==> src/rtl/slice_flag_gen.sv <==
// slice_flag_gen: multi-cycle a - b compare engine producing {v,c,n,z} branch flags,
// one SLICE-bit slice per cycle with the carry chained through a register.
module slice_flag_gen #(
    parameter int unsigned WIDTH = 32,
    parameter int unsigned SLICE = 8
) (
    input  logic             clk,
    input  logic             reset,
    input  logic             in_valid,
    output logic             in_ready,
    input  logic [WIDTH-1:0] a,
    input  logic [WIDTH-1:0] b,
    input  logic             flush,
    output logic             out_valid,
    input  logic             out_ready,
    output logic [WIDTH-1:0] result,
    output logic [3:0]       flags
);

    localparam int unsigned N  = WIDTH / SLICE;
    localparam int unsigned KW = (N > 1) ? $clog2(N) : 1;

    typedef enum logic [1:0] {
        ST_IDLE = 2'd0,
        ST_BUSY = 2'd1,
        ST_DONE = 2'd2
    } state_e;

    state_e            state_q, state_d;
    logic [KW-1:0]     k_q, k_d;
    logic [WIDTH-1:0]  a_q, a_d;
    logic [WIDTH-1:0]  b_q, b_d;
    logic              carry_q, carry_d;
    logic              zacc_q, zacc_d;
    logic [WIDTH-1:0]  result_q, result_d;
    logic [3:0]        flags_q, flags_d;

    logic [SLICE-1:0]  a_sl;
    logic [SLICE-1:0]  b_sl;
    logic [SLICE:0]    slice_sum;
    logic              last_slice;

    // Select the current operand slice and add it with the chained carry
    always_comb begin
        a_sl = '0;
        b_sl = '0;
        for (int unsigned i = 0; i < N; i++) begin
            if (k_q == KW'(i)) begin
                a_sl = a_q[i*SLICE +: SLICE];
                b_sl = b_q[i*SLICE +: SLICE];
            end
        end
        slice_sum  = {1'b0, a_sl} + {1'b0, ~b_sl} + {{SLICE{1'b0}}, carry_q};
        last_slice = (k_q == KW'(N - 1));
    end

    // Next-state and datapath update; flush overrides the handshakes
    always_comb begin
        state_d  = state_q;
        k_d      = k_q;
        a_d      = a_q;
        b_d      = b_q;
        carry_d  = carry_q;
        zacc_d   = zacc_q;
        result_d = result_q;
        flags_d  = flags_q;

        case (state_q)
            ST_IDLE: begin
                if (in_valid) begin
                    a_d     = a;
                    b_d     = b;
                    carry_d = 1'b1;
                    zacc_d  = 1'b1;
                    k_d     = '0;
                    state_d = ST_BUSY;
                end
            end
            ST_BUSY: begin
                for (int unsigned i = 0; i < N; i++) begin
                    if (k_q == KW'(i)) begin
                        result_d[i*SLICE +: SLICE] = slice_sum[SLICE-1:0];
                    end
                end
                carry_d = slice_sum[SLICE];
                zacc_d  = zacc_q & (slice_sum[SLICE-1:0] == '0);
                if (last_slice) begin
                    // {v, c, n, z}; the slice MSB is the result sign here
                    flags_d[3] = (a_q[WIDTH-1] ^ b_q[WIDTH-1]) &
                                 (slice_sum[SLICE-1] ^ a_q[WIDTH-1]);
                    flags_d[2] = slice_sum[SLICE];
                    flags_d[1] = slice_sum[SLICE-1];
                    flags_d[0] = zacc_q & (slice_sum[SLICE-1:0] == '0);
                    state_d    = ST_DONE;
                end else begin
                    k_d = k_q + KW'(1);
                end
            end
            ST_DONE: begin
                if (out_ready) begin
                    state_d = ST_IDLE;
                end
            end
            default: begin
                state_d = ST_IDLE;
            end
        endcase

        if (flush) begin
            state_d  = ST_IDLE;
            k_d      = '0;
            result_d = result_q;
            flags_d  = flags_q;
        end
    end

    // State and datapath registers with synchronous reset
    always_ff @(posedge clk) begin
        if (reset) begin
            state_q  <= ST_IDLE;
            k_q      <= '0;
            a_q      <= '0;
            b_q      <= '0;
            carry_q  <= 1'b0;
            zacc_q   <= 1'b0;
            result_q <= '0;
            flags_q  <= 4'b0000;
        end else begin
            state_q  <= state_d;
            k_q      <= k_d;
            a_q      <= a_d;
            b_q      <= b_d;
            carry_q  <= carry_d;
            zacc_q   <= zacc_d;
            result_q <= result_d;
            flags_q  <= flags_d;
        end
    end

    assign in_ready  = (state_q == ST_IDLE);
    assign out_valid = (state_q == ST_DONE);
    assign result    = result_q;
    assign flags     = flags_q;

endmodule

==> config.mk <==
export PLATFORM = sky130hd
export DESIGN_NAME = slice_flag_gen
export DESIGN_NICKNAME = d
export VERILOG_FILES = /design/src/rtl/slice_flag_gen.sv
export SDC_FILE = /design/constraint.sdc
export NUM_CORES = 1
export LEC_CHECK = 0
export CAP_MARGIN = 30
export CORE_MARGIN = 2
export CORE_UTILIZATION = 45
export DETAILED_ROUTE_END_ITERATION = 10
export DONT_BUFFER_PORTS = 1
export PLACE_DENSITY = 0.66
export SYNTH_ARGS = -nofsm -noshare
export SYNTH_HDL_FRONTEND = slang
export SYNTH_SLANG_ARGS = --single-unit
==> constraint.sdc <==
create_clock -name clk -period 11 [get_ports clk]
set_clock_uncertainty 0.2 [all_clocks]
set_input_delay 1.65 -clock clk [delete_from_list [all_inputs] [get_ports clk]]
set_output_delay 1.65 -clock clk [all_outputs]
set_load 0.02 [all_outputs]
==> impl_metrics.json <==
{
  "crit_arrival_ns": 3.99,
  "grt_use_total": 0.1943,
  "die-area_um2": 11120,
  "diodes": 0,
  "synth_top_area_cell": "dfxtp_1",
  "syn_nets": 701,
  "syn_inst": 619,
  "power.density_nw_per_um2": 148.2,
  "crit_type": "flop to flop",
  "ys.flop_type": "dfxtp_1",
  "dp_hpwl_mm": 7.961,
  "slew_violations": 0,
  "crit_path_start": "k_q[0]",
  "port-buffer-count": 0,
  "first_global_vias": 3643,
  "clock_path_buffers": 2,
  "fin_nets": 674,
  "critical_path.max_fanout": 18,
  "hold_viol_final": 0,
  "max_cap_violations": 0,
  "synth_area_um2": 4633,
  "firstDrtPassIters": 4,
  "wirelength_mm": 10.97,
  "worst_hold_slack_ns": 0.2525,
  "antenna_left": 0,
  "cts-root-buf": "clkbuf_8",
  "fill_cells": 1017,
  "finalSetupViolCount": 0,
  "max_freq_mhz": 255.8,
  "finalWorstSetupSlack_ns": 7.091,
  "synthTopCellsByArea": "dfxtp_1 (45%), nand2_1 (16%), a21oi_1 (12%)",
  "startpoint_type": "flop",
  "rsz0062_at_grt": "no",
  "status": "complete, no violations",
  "core_um2": 10140,
  "cts_tree": "done",
  "synth-seq-cells": 105,
  "syn_to_final_growth_pct": 5.995,
  "gp_congestion": 0.8677,
  "grt.overflow.total": 0,
  "place_ws_ns": 7.049,
  "required_ns": 11.08,
  "fin_cells": 733,
  "postCtsHoldBufs": 0,
  "grt_max_degree": 107,
  "fin_setup_tns_ns": 0,
  "hp-class": "flop to flop",
  "ios": 107,
  "start_util": 0.4570,
  "multi_input_area_um2": 2333,
  "seq_area_um2": 2102,
  "dp.cells": 716,
  "die_h_um": 105.5,
  "netlist-cell-type-count": 40,
  "cts-buffers-inserted": 9,
  "worst_pin_slew_ns": 0.6925,
  "ctsHtreeMaxLevel": 3,
  "drt_first_iter_violations": 228,
  "ys_async_sr_fraction": 0,
  "cts_setup_buffers": 0,
  "antenna_found_initial": 0,
  "synth_sequential_area_ratio": 0.4537,
  "worstSkewPairLatency_ns": 0.37,
  "vias": 3925,
  "ys_warn_count": 0,
  "ir_worst_vdd_v": 0.00006471,
  "min_period_over_period": 0.3554,
  "synth_enable_flop_cells": 0,
  "rows": 37,
  "vias_per_cell": 5.355,
  "grt_first_pass_wirelength_mm": 17.37,
  "post-route-drc-count": 0,
  "post_cts_resized": 0,
  "clk_pin_slew_ns": 0.09,
  "cts_num_sinks": 105,
  "postSynthAreaPerCell_um2": 7.485,
  "fin_crit_ns": 3.909,
  "holdCritStartpoint": "b_q[28]",
  "netlist.area_leader.share": 0.4537,
  "r2r_start": "k_q[0]",
  "die_w_um": 105.5,
  "leakage_nw": 1.838,
  "end_kind": "flop",
  "layout-drive-gt1-share": 0.04690,
  "slew_headroom": 0.5384,
  "wire_per_inst_um": 14.96
}
[worst max-delay path, stage by stage, from the launching register on]
cell	delay, ns
dfxtp_1	0.37
inv_1	0.09
ha_1	0.60
nand2_1	0.12
nor2_1	0.11
a21oi_1	0.05
nor2_1	0.09
a21oi_1	0.04
o21ai_0	0.22
fa_1	0.24
inv_1	0.06
fa_1	0.40
a21oi_1	0.22
o21bai_1	0.10
xnor2_1	0.33
nor3b_1	0.24
nand4bb_1	0.15
o31ai_1	0.20
[layout by cell type, fill, tap and decap left out, types with 3 or more instances in the layout]
| master | count |
|---|---|
| a211oi_1 | 13 |
| a21oi_1 | 114 |
| and2_1 | 3 |
| clkbuf_8 | 9 |
| dfxtp_1 | 105 |
| ha_1 | 11 |
| inv_1 | 9 |
| mux2i_1 | 9 |
| nand2_1 | 197 |
| nand3b_1 | 3 |
| nor2_1 | 53 |
| nor2b_1 | 3 |
| nor3_1 | 5 |
| o21ai_0 | 19 |
| xnor2_1 | 5 |
[flip-flops by register name, summed over array words and instances (netlist names)]
register	flops
b_q	32
carry_q	1
result	31
k_q	2
state_q	2
zacc_q	1
flags	4
a_q	32
[cell usage after synthesis (3+ instances only)]
master and number:
nor2b_1 4, buf_2 4, and2_1 3, nand3b_1 3, inv_1 9, dfxtp_1 105, ha_1 11, nand2_1 197
a211oi_1 13, xnor2_1 5, mux2i_1 9, nor3_1 5, a21oi_1 114, nor2_1 53, clkbuf_1 37, o21ai_0 19
[per-stage QoR]
step	utilization	power [W]	cell area [µm²]
2_1_floorplan	-	0.0004950	4633
3_3_place_gp	0.4595	0.0005102	4658
3_5_place_dp	0.4641	0.0005150	4706
4_1_cts	0.4817	0.0007336	4883
5_1_grt	0.4844	0.0007620	4911
6_report	0.4844	0.0007280	4911
[per-layer routing]
layer / vias to the layer above / global-route usage / part of all wire
met3: 15 / 0.05380 / 0.070
li1: 1983 / - / -
met4: 0 / 0.05238 / 0.014
met1: 1805 / 0.2569 / 0.46
met5: - / 0 / 0
met2: 122 / 0.3120 / 0.46
[cell families (layout without fill, tap and decap cells)]
family	count (synthesis)	count (layout)	synth area share
DFF	105	105	0.4537
xor gates and xnor gates	5	5	0.009451
muxes	9	9	0.01944
AOI/OAI and AO/OA	160	160	0.1961
and+or+nand+nor	274	274	0.2382
adders and majority gates	13	13	0.03835
buffers and inverters	53	31	0.04483
[worst paths after layout]
path / to / slack (ns) / cells past startpoint
hold reg to reg: b_q[28] / 0.25 / 2
hold / removal: b_q[28] / 0.25 / 2
setup / recovery: flags[0] / 7.09 / 17
setup reg to reg: flags[0] / 7.09 / 17
[report_power, final]
part	internal [W]	switching, W
sequential	0.000396	0.0000108
combinational	0.0000381	0.0000615
clock	0.0000867	0.000135
total	0.000521	0.000207
[layout make-up]
cell class / count / share of cell area
clock buffers: 11 / 0.02675
clock inverters: 5 / 0.009427
inverters: 10 / 0.007643
multi-input cells: 461 / 0.4752
flip-flops and latches: 105 / 0.4280
well taps: 136 / 0.03465
repair buffers: 5 / 0.01834
(Power assumes the default switching activity.)
